==> src/rtl/mini_risc_pkg.sv <==
// Shared MINI-RISC front-end types: address width, reset vector and fetch FSM states.
package mini_risc_pkg;

   localparam int ADDR_W = 11;

   typedef logic [ADDR_W-1:0] addr_t;

   localparam addr_t RESET_VECTOR = 11'h000;

   typedef enum logic [1:0] {
      ST_RUN,
      ST_FLUSH,
      ST_HALT
   } fetch_state_e;

endpackage

==> src/rtl/pc_fetch_sequencer_flush_timer.sv <==
// Loadable down-counter: load wins over tick, counting stops at zero and done flags zero.
module flush_timer #(
   parameter int W = 2
) (
   input  logic         clk,
   input  logic         reset,
   input  logic         load,
   input  logic [W-1:0] load_val,
   input  logic         tick,
   output logic         done
);

   logic [W-1:0] cnt_q;
   logic [W-1:0] cnt_d;

   always_comb begin
      cnt_d = cnt_q;
      if (load) begin
         cnt_d = load_val;
      end else if (tick && (cnt_q != '0)) begin
         cnt_d = cnt_q - 1'b1;
      end
   end

   // NOTE: flops use non-blocking assignment so every register samples pre-edge values.
   always_ff @(posedge clk or posedge reset) begin
      if (reset) begin
         cnt_q <= '0;
      end else begin
         cnt_q <= cnt_d;
      end
   end

   assign done = (cnt_q == '0);

endmodule

==> src/rtl/pc_fetch_sequencer.sv <==
// Front-end fetch sequencer: owns the PC, redirects to branch targets with a flush
// window, captures link addresses and parks in HALT until reset.
module pc_fetch_sequencer
   import mini_risc_pkg::*;
#(
   parameter int    FLUSH_CYCLES = 2,
   parameter addr_t RESET_VECTOR = mini_risc_pkg::RESET_VECTOR
) (
   input  logic  clk,
   input  logic  reset,
   input  logic  stall,
   input  logic  redirect_en,
   input  addr_t redirect_addr,
   input  logic  link_en,
   input  logic  halt_req,
   output addr_t pc_out,
   output logic  fetch_valid,
   output logic  flush,
   output addr_t link_addr,
   output logic  halted
);

   localparam int CNT_W = $clog2(FLUSH_CYCLES + 1);
   localparam logic [CNT_W-1:0] FLUSH_LOAD = CNT_W'(FLUSH_CYCLES - 1);

   if ((FLUSH_CYCLES < 1) || (FLUSH_CYCLES > 7)) begin : g_bad_flush_cycles
      $error("pc_fetch_sequencer: FLUSH_CYCLES must be in 1..7");
   end

   fetch_state_e state_q, state_d;
   addr_t        pc_q, pc_d;
   addr_t        link_q, link_d;
   logic         valid_q, valid_d;
   logic         flush_q, flush_d;
   logic         halted_q, halted_d;
   logic         timer_load, timer_tick, timer_done;

   flush_timer #(
      .W (CNT_W)
   ) u_flush_timer (
      .clk      (clk),
      .reset    (reset),
      .load     (timer_load),
      .load_val (FLUSH_LOAD),
      .tick     (timer_tick),
      .done     (timer_done)
   );

   // NOTE: every signal gets a default first so no path leaves one unassigned (no latches).
   always_comb begin
      state_d    = state_q;
      pc_d       = pc_q;
      link_d     = link_q;
      valid_d    = valid_q;
      flush_d    = 1'b0;
      halted_d   = halted_q;
      timer_load = 1'b0;
      timer_tick = 1'b0;

      unique case (state_q)
         ST_RUN: begin
            if (halt_req) begin
               state_d  = ST_HALT;
               valid_d  = 1'b0;
               flush_d  = 1'b1;
               halted_d = 1'b1;
            end else if (redirect_en) begin
               state_d    = ST_FLUSH;
               pc_d       = redirect_addr;
               valid_d    = 1'b0;
               flush_d    = 1'b1;
               timer_load = 1'b1;
               if (link_en) begin
                  link_d = pc_q + addr_t'(1);
               end
            end else if (!stall) begin
               // The first fetch after reset presents the reset vector itself.
               pc_d    = valid_q ? pc_q + addr_t'(1) : pc_q;
               valid_d = 1'b1;
            end
         end
         ST_FLUSH: begin
            timer_tick = 1'b1;
            if (halt_req) begin
               state_d  = ST_HALT;
               valid_d  = 1'b0;
               flush_d  = 1'b1;
               halted_d = 1'b1;
            end else if (redirect_en) begin
               pc_d       = redirect_addr;
               valid_d    = 1'b0;
               flush_d    = 1'b1;
               timer_load = 1'b1;
            end else if (timer_done) begin
               state_d = ST_RUN;
               valid_d = 1'b1;
            end else begin
               valid_d = 1'b0;
               flush_d = 1'b1;
            end
         end
         ST_HALT: begin
            valid_d  = 1'b0;
            halted_d = 1'b1;
         end
         default: begin
            state_d = ST_RUN;
         end
      endcase
   end

   always_ff @(posedge clk or posedge reset) begin
      if (reset) begin
         state_q  <= ST_RUN;
         pc_q     <= RESET_VECTOR;
         link_q   <= '0;
         valid_q  <= 1'b0;
         flush_q  <= 1'b0;
         halted_q <= 1'b0;
      end else begin
         state_q  <= state_d;
         pc_q     <= pc_d;
         link_q   <= link_d;
         valid_q  <= valid_d;
         flush_q  <= flush_d;
         halted_q <= halted_d;
      end
   end

   assign pc_out      = pc_q;
   assign fetch_valid = valid_q;
   assign flush       = flush_q;
   assign link_addr   = link_q;
   assign halted      = halted_q;

endmodule

==> config.mk <==
export PLATFORM = sky130hd
export DESIGN_NAME = pc_fetch_sequencer
export DESIGN_NICKNAME = d
export VERILOG_FILES = /design/src/rtl/mini_risc_pkg.sv /design/src/rtl/pc_fetch_sequencer_flush_timer.sv /design/src/rtl/pc_fetch_sequencer.sv
export SDC_FILE = /design/constraint.sdc
export NUM_CORES = 1
export LEC_CHECK = 0
export CAP_MARGIN = 5
export CORE_AREA = 4 4 80 82
export CTS_CLUSTER_DIAMETER = 80
export DETAILED_ROUTE_END_ITERATION = 16
export DIE_AREA = 0 0 84 86
export PLACE_DENSITY_LB_ADDON = 0.25
export SETUP_SLACK_MARGIN = 0.5
export SYNTH_ARGS = -nofsm -noshare
export SYNTH_HDL_FRONTEND = slang
export SYNTH_SLANG_ARGS = --single-unit
==> constraint.sdc <==
create_clock -name clk -period 3 [get_ports clk]
set_input_delay 0.6 -clock clk [delete_from_list [all_inputs] [get_ports clk]]
set_output_delay 0.6 -clock clk [all_outputs]
set_load 0.02 [all_outputs]
Word level (Yosys, flattened, before mapping)

Cells that the tools add are included.

Output and inout port bits: 25
Register bits after elaboration: 29
Input port bits: 17

Multiplexer cells: 33
Reductions and logical operators: 14
Equal/unequal tests: 12
Bitwise operators: 2
Add/sub/neg operators: 2

Operator list:

| operator                                                               | count |
|---|---|
| 11-bit 2-to-1 mux                                                      | 6 |
| 11-bit one-hot mux with 2 select lines                                 | 1 |
| 1-bit 2-to-1 mux                                                       | 15 |
| 3-bit != test (second input constant)                                  | 5 |
| 2-bit 2-to-1 mux                                                       | 7 |
| 11-bit by 1-bit adder with 11-bit output (second input constant)       | 1 |
| 4-bit AND reduction                                                    | 2 |
| 2-bit nonzero test                                                     | 4 |
| 2-bit != test (second input constant)                                  | 3 |
| 2-bit one-hot mux with 3 select lines                                  | 1 |
| 6-bit AND reduction                                                    | 1 |
| 2-bit logical NOT                                                      | 2 |
| 4-bit != test (second input constant)                                  | 1 |
| 1-bit one-hot mux with 2 select lines                                  | 2 |
| 2-bit AND reduction                                                    | 2 |
| 1-bit one-hot mux with 3 select lines                                  | 1 |
| 3-bit nonzero test                                                     | 1 |
| 2-bit by 1-bit equality test with 1-bit output (second input constant) | 1 |
| 2-bit equality test (second input constant)                            | 1 |
| 2-bit by 1-bit != test with 1-bit output (second input constant)       | 1 |
| 1-bit inverter                                                         | 2 |
| 2-bit OR reduction                                                     | 1 |
| 2-bit by 1-bit subtractor with 2-bit output (second input constant)    | 1 |
| 1-bit logical AND                                                      | 1 |

Longest topological paths before layout

Gate-level depths: netlist of run 1.

Depth after elaboration: 6
Gate-level depth with buffers: 8
Depth with buffers taken out: 6

By module

From an unflattened synthesis of run 1, not the netlist that was laid out.

Cells, all modules: 184
Area total of the unflattened synthesis: 1696.6 um2

By module, submodules not included:

| module             | instances | area an instance (um2) | cells an instance |
|---|---|---|---|
| pc_fetch_sequencer | 1         | 1561.5                 | 171 |
| flush_timer        | 1         | 135.1                  | 13 |

Worst setup path before layout of run 1

No wires, ideal clock.

Path type: reg-to-reg
From: register pc_q[0] (netlist: pc_out[0])
To: register pc_q[8] (netlist: pc_out[8])
Library setup time: 121 ps
Path slack: 1342 ps
Clock period less this slack: 1658 ps
Cell stages (with the launch flop): 6
Data arrival time: 1536 ps
Buffers on the path: 0
Path through: dfrtp_1 ha_1 and4_4 and4_4 a31oi_1 o22a_1

Word-level cells in the longest chain between the ends: 6

Ends and longest elaborated chain:

| what                                     | RTL line                  | RTL |
|---|---|---|
| from (decl)                              | pc_fetch_sequencer.sv:31  | `addr_t pc_q, pc_d;` |
| from (signal assigned)                   | pc_fetch_sequencer.sv:122 | `pc_q <= pc_d;` |
| 11-bit by 1-bit adder with 11-bit output | pc_fetch_sequencer.sv:78  | `pc_d = valid_q ? pc_q + addr_t'(1) : pc_q;` |
| 11-bit 2-to-1 mux                        | pc_fetch_sequencer.sv:78  |  |
| 11-bit 2-to-1 mux                        | pc_fetch_sequencer.sv:76  | `end else if (!stall) begin` |
| 11-bit 2-to-1 mux                        | pc_fetch_sequencer.sv:67  | `end else if (redirect_en) begin` |
| 11-bit 2-to-1 mux                        | pc_fetch_sequencer.sv:62  | `if (halt_req) begin` |
| 11-bit one-hot mux with 2 select lines   | pc_fetch_sequencer.sv:60  | `unique case (state_q)` |

No other way between the ends. The select of a mux whose other input is x is not followed.
A chain may end at the register's enable or synchronous reset.

Worst setup path in the final report of run 1

From: register pc_q[5] (netlist: pc_out[5])
To: output pc_out[5]

RTL lines:

| what      | RTL line                 | RTL |
|---|---|---|
| to (decl) | pc_fetch_sequencer.sv:16 | `output addr_t pc_out,` |

No word-level cell between the ends.

==> run metrics, run 1 <==
# fillers 611; GRT Total Usage 0.116; pwr/cell area 1020 nW/um^2; Setup TNS Final 0 ps; syn avg cell area 9.38 um^2; Detailed Route WL 3950 um; RSZ-0062 raised after global routing no; net count after synthesis 199; # port buffers 41; first-pass GRT wire length 6730 um; crit end category output port; most common cell after layout, fill and taps aside clkdlybuf4s50_1; TritonCTS sink count 29; Post-CTS Setup Inserts 0; Detail Route Antenna Nets 0; share of post-route cells with drive strength above 1 0.0959; GP Congestion 0.721; Ports 42; CP top delay family buffers and inverters; fmax 482 MHz; nets@finish 241; DIE WIDTH 84 um; n_diodes 0; Post-DP HPWL 2920 um; max-slew violation count 0; overall power 2.26 mW; crit path time final 2070 ps; Setup-failing EPs final 0; Clock Latency Late Sink 280 ps; die area 7220 um^2; initial antenna violation count 0; HP Class reg -> reg; Final Cycle Share 0.691; count of cell types in the netlist 44; Hold Fails Final Rpt 0; CP Cell Sequence clkdlybuf4s50_1; clk slew on worst S/H paths 70 ps; Die H 86 um; H-tree depth 2; VDD IR-drop max 0.318 mV; most frequent cells in the layout clkdlybuf4s50_1, dfrtp_1, nand2_1, o21ai_1, o21ai_0; Crit path largest cell delay 670 ps; Main synth FF type dfrtp_1; CTS Buf Count 5; Vias/cell 4.62; num rows 28; crit path max-delay cell type clkdlybuf4s50_1; relative slew slack 0.600; Routed wire per std cell 13.4 um; Cell Area, Synth 1650 um^2; Worst EP arrival 1470 ps; Syn Inst Count 176; EDFF count, synth 0; critical path fanouts, max 8; GRT overflow 0; largest net degree at the start of global routing 30; CTS tree built; outcome finished, final reports clean; Buf+Inv Stages, Crit Path 1; worst setup margin 927 ps; YS warnings 0; critical path type reg -> out; Syn-to-layout area delta 34.6%; starting density of the core 0.287; total core area 5750 um^2; count of state elements after synthesis 29; Pleak 0.901 nW; dpl ws 710 ps; clock skew 6.00 ps; vias 1357; WHS 473 ps; DR iter-0 viols 47; Root Driver clkbuf_8; Resize count post-CTS 0; max cap viols 0; Worst EP required 2400 ps; # hold bufs at CTS 0; DRC violations left 0; Worst Max-Slew Pin Slew 598 ps; Pre-antenna DRT Iters 4; Worst setup SP type register; vias in the first global route 1323; CTS max path bufs 2; r2r setup slk 1040 ps; Post-synth ARST share 1.00; post-synthesis sequential area ratio 0.440
[report_power, final]
part,switching [mW],internal [mW]
combinational,0.608,0.535
clock,0.154,0.207
sequential,0.185,0.567
total,0.948,1.31
[state kept, by name (all words and copies together) (netlist names)]
register,count
link_addr,11
pc_out,11
state_q,2
u_flush_timer.cnt_q,2
fetch_valid,1
flush,1
halted,1
[routing by layer]
metal  GRT usage  share of wire
met2       0.165           0.44
met5           0              0
met4      0.0424          0.014
met3      0.0346          0.046
met1       0.166           0.50
[final timing paths]
kind,startpoint,cells after the start,end
max,pc_out[5],1,pc_out[5]
max reg2reg,state_q[1],6,pc_out[6]
min in group asynchronous,reset,3,link_addr[9]
min reg2reg,halted,1,halted
max in group asynchronous,reset,3,state_q[0]
min,halted,1,halted
[Yosys cell counts (all sizes together), types with 4 or more instances]
| master | number | share of area |
|---|---|---|
| a21oi | 9 | 0.027 |
| dfrtp | 29 | 0.44 |
| nor2 | 9 | 0.025 |
| nand2b | 4 | 0.015 |
| nor3 | 4 | 0.021 |
| xnor2 | 6 | 0.032 |
| o21ai | 23 | 0.070 |
| inv | 8 | 0.018 |
| buf | 7 | 0.027 |
| nand2 | 27 | 0.061 |
| nand3 | 4 | 0.012 |
| ha | 6 | 0.045 |
[per-stage QoR]
stage	utilization	cell area [um^2]	instances
2_1_floorplan	-	1650	176
5_1_grt	0.387	2220	294
3_3_place_gp	0.369	2120	286
6_report	0.387	2220	294
4_1_cts	0.387	2220	294
3_5_place_dp	0.369	2120	286
[cell families after synthesis]
kind of cell	synth area share
XOR/XNOR	0.0478
flip-flops	0.440
buffers and inverters	0.0485
AND/OR/NAND/NOR	0.198
AO/OA/AOI/OAI	0.196
multiplexers	0.0250
adder cells (fa/ha/maj)	0.0455
[area by class of cell]
| cell class | instances | area, um^2 | share of cell area |
|---|---|---|---|
| Timing Repair Buffer | 43 | 425 | 0.192 |
| Inverter | 8 | 30.0 | 0.0135 |
| Tap cell | 75 | 93.8 | 0.0423 |
| Clock buffer | 7 | 96.3 | 0.0434 |
| Sequential cell | 29 | 726 | 0.327 |
| Clock inverter | 1 | 5.00 | 0.00225 |
| Multi-Input combinational cell | 131 | 845 | 0.380 |
(Power assumes the default switching activity.)
==> run 2, diff against run 1 <==
==> constraint.sdc (replaced) <==
create_clock -name clk -period 2.1 [get_ports clk]
set_input_delay 0.42 -clock clk [delete_from_list [all_inputs] [get_ports clk]]
set_output_delay 0.42 -clock clk [all_outputs]
set_load 0.02 [all_outputs]
==> run 2 against run 1 <==
Net effect: sequential share of layout area decreased by 1.7 points; largest power group unchanged; sequential cell count unchanged; combinational power increased by 50%; largest cell class unchanged; clock power grew 25%; power increased by 43%; critical path type unchanged.
==> run metrics, run 2 (same netlist as run 1, synthesis figures left out) <==
Post-DP HPWL 2840 um (was 2920 um); Crit path largest cell delay 490 ps (was 670 ps); CP Depth 1 (unchanged); HP Class reg -> reg (unchanged); GP Congestion 0.764 (was 0.721); clock skew 4.27 ps (was 6.00 ps); Worst Max-Slew Pin Slew 394 ps (was 598 ps); CTS Buf Count 5 (unchanged); pwr/cell area 1370 nW/um^2 (was 1020 nW/um^2); CTS tree built (unchanged); most frequent cells in the layout nand2_1, dfrtp_1, dlygate4sd2_1, clkdlybuf4s50_1, o21ai_1 (was clkdlybuf4s50_1, dfrtp_1, nand2_1, o21ai_1, o21ai_0); n_diodes 0 (unchanged); share of post-route cells with drive strength above 1 0.186 (was 0.0959); Vias/cell 4.56 (was 4.62); total core area 5750 um^2 (unchanged); max cap viols 0 (unchanged); die area 7220 um^2 (unchanged); starting density of the core 0.287 (unchanged); Worst setup SP type register (unchanged); Layout Utilization 0.410 (was 0.387); # port buffers 41 (unchanged); hold depth 1 (unchanged); area of the multi-input gates 922 um^2 (was 845 um^2); Pre-antenna DRT Iters 4 (unchanged); H-tree depth 2 (unchanged); Routed wire per std cell 13.2 um (was 13.4 um); crit path max-delay cell type dfrtp_1 (was clkdlybuf4s50_1); Detail Route Antenna Nets 0 (unchanged); initial antenna violation count 0 (unchanged); fmax 635 MHz; vias in the first global route 1317 (was 1323); Die H 86 um (unchanged); GRT overflow 0 (unchanged); outcome finished, final reports clean (unchanged); largest net degree at the start of global routing 30 (unchanged); Hold Fails Final Rpt 0 (unchanged); nets@finish 253 (was 241); first-pass GRT wire length 6530 um (was 6730 um); GRT Total Usage 0.115 (was 0.116); CP Cell Sequence dlygate4sd2_1 (was clkdlybuf4s50_1); DIE WIDTH 84 um (unchanged); Setup TNS Final 0 ps (unchanged); critical path fanouts, max 8 (unchanged); vias 1396 (was 1357); Detailed Route WL 4040 um (was 3950 um); Final Cycle Share 0.750; Clock Latency Late Sink 280 ps (about the same); # fillers 608 (was 611); # hold bufs at CTS 0 (unchanged); crit end category output port (unchanged); Reg area 729 um^2 (was 726 um^2); Worst EP required 1680 ps (was 2400 ps); VDD IR-drop max 0.421 mV (was 0.318 mV); Buf+Inv Stages, Crit Path 1 (unchanged); DRC violations left 0 (unchanged); TritonCTS sink count 29 (unchanged); clk slew on worst S/H paths 70 ps (about the same); Setup-failing EPs final 0 (unchanged); Worst EP arrival 1150 ps (was 1470 ps); Ports 42 (unchanged); CP top delay family flip-flops (was buffers and inverters); critical path type reg -> out (unchanged); relative slew slack 0.737 (was 0.600); Root Driver clkbuf_8 (unchanged); Pleak 1.00 nW (was 0.901 nW); RSZ-0062 raised after global routing yes (was no); max-slew violation count 0 (unchanged); CTS max path bufs 2 (unchanged); crit path time final 1570 ps; R2R cell count 6 (unchanged); Syn-to-layout area delta 42.6% (was 34.6%); num rows 28 (unchanged); DR iter-0 viols 55 (was 47)
==> run 2: cell types whose count changed in the layout (fill, tap and decap cells not counted), sizes merged <==
cell and delta:
clkbuf -2, o21ba +1, clkdlybuf4s50 -26, clkinvlp +1, buf +11, dlygate4sd2 +26, clkinv +1
==> run 2: report_power, final <==
part           leakage (nW)  switching [mW]  internal (mW)
clock network        0.0439           0.225          0.228
registers             0.347           0.249          0.815
logic                 0.614           0.938          0.773
total                  1.00            1.41           1.82
==> run 2: metrics by stage <==
stage	cell area, um^2	hold slack (ps)	cells	setup WS, ps	power (mW)
floorplan	1650	449	176	500	2.07
global placement	2150	463	290	109	2.75
detailed placement	2150	455	290	46.1	2.76
CTS	2300	477	303	505	3.18
global route	2350	497	306	431	3.49
finish	2350	470	306	525	3.23
==> run 2: layout make-up <==
type	instances	share of cell area
clock inverter	3	0.00744
tap	75	0.0399
sequential	29	0.310
multi-input combinational	132	0.392
inverter	8	0.0128
timing repair buffer	54	0.209
clock buffer	5	0.0292
==> run 2: worst paths after layout <==
kind                       slack [ps]         to       start
min in group asynchronous         520      flush       reset
max in group asynchronous        1270  pc_out[1]       reset
max                               530  pc_out[2]   pc_out[2]
max reg2reg                       560  pc_out[6]  state_q[0]
min                               470     halted      halted
min reg2reg                       470     halted      halted
==> run 2: per-layer routing <==
| layer | GRT usage | part of all wire |
|---|---|---|
| met3 | 0.0327 | 0.047 |
| met4 | 0.0482 | 0.016 |
| met2 | 0.168 | 0.44 |
| met1 | 0.158 | 0.50 |
| met5 | 0 | 0 |
==> run 2: timing repair <==
item                       CTS  global route
resized for setup           37             7
pin swaps                    1             1
setup endpoints to repair   48            26
buffers inserted             4             3
gates cloned                 1             0
==> run 3, diff against run 2 <==
==> constraint.sdc (replaced) <==
create_clock -name clk -period 1.5 [get_ports clk]
set_input_delay 0.3 -clock clk [delete_from_list [all_inputs] [get_ports clk]]
set_output_delay 0.3 -clock clk [all_outputs]
set_load 0.02 [all_outputs]
==> run 3 against run 2 <==
Net effect: the run now ends with negative setup slack left; register-to-register slack worse by 560 ps; sequential cell count stayed put; clock skew hardly changed; critical path type is now reg -> reg; critical endpoint is now link_addr[9].
==> run metrics, run 3 (same netlist as run 1, synthesis figures left out) <==
GP Congestion 0.782 (was 0.764); max-slew violation count 0 (unchanged); Vias/cell 4.64 (was 4.56); outcome complete, but fails checks (was finished, final reports clean); Placement Cell Area 2370 um^2 (was 2150 um^2); critical path type reg -> reg (was reg -> out); GRT overflow 0 (unchanged); Hold Fails Final Rpt 0 (unchanged); Root Driver clkbuf_8 (unchanged); critical path fanouts, max 5 (was 8); Pleak 1.37 nW (was 1.00 nW); GRT busiest layer met2 (unchanged); share of post-route cells with drive strength above 1 0.571 (was 0.186); Die H 86 um (unchanged); VDD IR-drop max 0.788 mV (was 0.421 mV); violated checks negative setup slack; total core area 5750 um^2 (unchanged); Setup TNS Final -5.57 ps (was 0 ps); max cap viols 0 (unchanged); crit path time final 1500 ps; Ports 42 (unchanged); H-tree depth 2 (unchanged); pwr/cell area 1970 nW/um^2 (was 1370 nW/um^2); Detailed Route WL 4900 um (was 4040 um); Pre-antenna DRT Iters 4 (unchanged); Detail Route Antenna Nets 0 (unchanged); Syn-to-layout area delta 89.1% (was 42.6%); overall power 6.14 mW (was 3.23 mW); fmax 665 MHz; num rows 28 (unchanged); vias in the first global route 1586 (was 1317); worst setup margin -4.63 ps (was 525 ps); CTS max path bufs 2 (unchanged); largest net degree at the start of global routing 30 (unchanged); n_diodes 0 (unchanged); Worst EP required 1670 ps (was 1680 ps); DR iter-0 viols 50 (was 55); DRC violations left 0 (unchanged); # fillers 537 (was 608); vias 1648 (was 1396); DIE WIDTH 84 um (unchanged); most frequent cells in the layout buf_4, buf_6, dfrtp_1, clkdlybuf4s50_1, nand2_1 (was nand2_1, dfrtp_1, dlygate4sd2_1, clkdlybuf4s50_1, o21ai_1); crit end category register (was output port); Final Cycle Share 1.00; met3 Resource Use GR 0.0327 (unchanged); # port buffers 41 (unchanged); DP Cell Count 310 (was 290); Routed wire per std cell 13.8 um (was 13.2 um); Clock Latency Late Sink 280 ps (about the same); clk slew on worst S/H paths 70 ps (about the same); CTS Buf Count 5 (unchanged); Worst setup SP type register (unchanged); die area 7220 um^2 (unchanged); TritonCTS sink count 29 (unchanged); Setup-failing EPs final 2 (was 0); dpl ws -310 ps (was 46.1 ps); relative slew slack 0.805 (was 0.737); Worst EP arrival 1670 ps (was 1150 ps); Worst Max-Slew Pin Slew 291 ps (was 394 ps); final instance area 3120 um^2 (was 2350 um^2); initial antenna violation count 0 (unchanged); met1 usage 0.167 (was 0.158); global routing usage on met2 0.232 (was 0.168); most common cell after layout, fill and taps aside buf_4; first-pass GRT wire length 7800 um (was 6530 um); CTS tree built (unchanged); clock skew 4.35 ps (was 4.27 ps); starting density of the core 0.287 (unchanged); HP Class in -> async (was reg -> reg); RSZ-0062 raised after global routing yes (unchanged); GRT Total Usage 0.135 (was 0.115); final cell count without fillers 355 (was 306); nets@finish 302 (was 253); Post-DP HPWL 3200 um (was 2840 um)
## run 3: cell count changes in the layout (fill, tap and decap cells not counted), moves of 5 or more
cell	change
dlygate4sd2_1	-25
nand2_4	+5
o21ai_2	+7
nand2_2	+8
buf_4	+35
o21ai_0	-7
nand2_1	-13
buf_6	+33
## run 3: through the flow
stage	hold slack, ps	utilization
6_report	359	0.543
5_1_grt	384	0.543
4_1_cts	363	0.505
3_5_place_dp	459	0.413
3_3_place_gp	458	0.413
2_1_floorplan	378	-
## run 3: where the power goes
group	leakage (nW)	total (mW)	switching, mW	internal [mW]
clock network	0.0439	0.644	0.324	0.320
registers	0.344	1.52	0.367	1.15
logic	0.984	3.98	1.79	2.19
## run 3: final timing paths
path / startpoint / endpoint / slack (ps) / depth (start not counted)
setup / recovery: state_q[0] / link_addr[9] / -5 / 8
hold / removal: reset / link_addr[8] / 360 / 3
setup reg to reg: state_q[0] / link_addr[9] / -5 / 8
hold reg to reg: u_flush_timer.cnt_q[0] / u_flush_timer.cnt_q[0] / 470 / 1
max in group asynchronous: reset / state_q[0] / 960 / 3
min in group clk: u_flush_timer.cnt_q[0] / u_flush_timer.cnt_q[0] / 470 / 1
## run 3: metal layers
| metal | up-vias | part of all wire |
|---|---|---|
| met3 | 7 | 0.042 |
| met2 | 29 | 0.50 |
| met5 | - | 0 |
| met4 | 0 | 0.014 |
| met1 | 786 | 0.44 |
| li1 | 826 | - |
## run 3: worst max-delay path, cell delays in order (launching register included)
cell     delay, ps
dfrtp_2        440
inv_2           90
ha_4           150
and3b_2        230
nand2_4         90
buf_6          140
buf_8          130
nand2_4         60
o21ai_4         50
## run 3: repair_timing
| item | 4_1_cts | 5_1_grt |
|---|---|---|
| resized for setup | 194 | 41 |
| buffers inserted | 23 | 11 |
| hold buffers | 0 | 0 |
| pin swaps | 22 | 17 |
| cloned | 3 | 0 |
| setup endpoints to repair | 54 | 53 |
## run 3: area by class of cell
cell class / instances / area (um^2) / share of cell area
well taps: 75 / 93.8 / 0.0301
flip-flops and latches: 29 / 733 / 0.235
repair buffers: 104 / 1060 / 0.341
clock inverters: 3 / 17.5 / 0.00561
clock buffers: 5 / 68.8 / 0.0221
multi-input cells: 131 / 1110 / 0.357
inverters: 8 / 30.0 / 0.00962
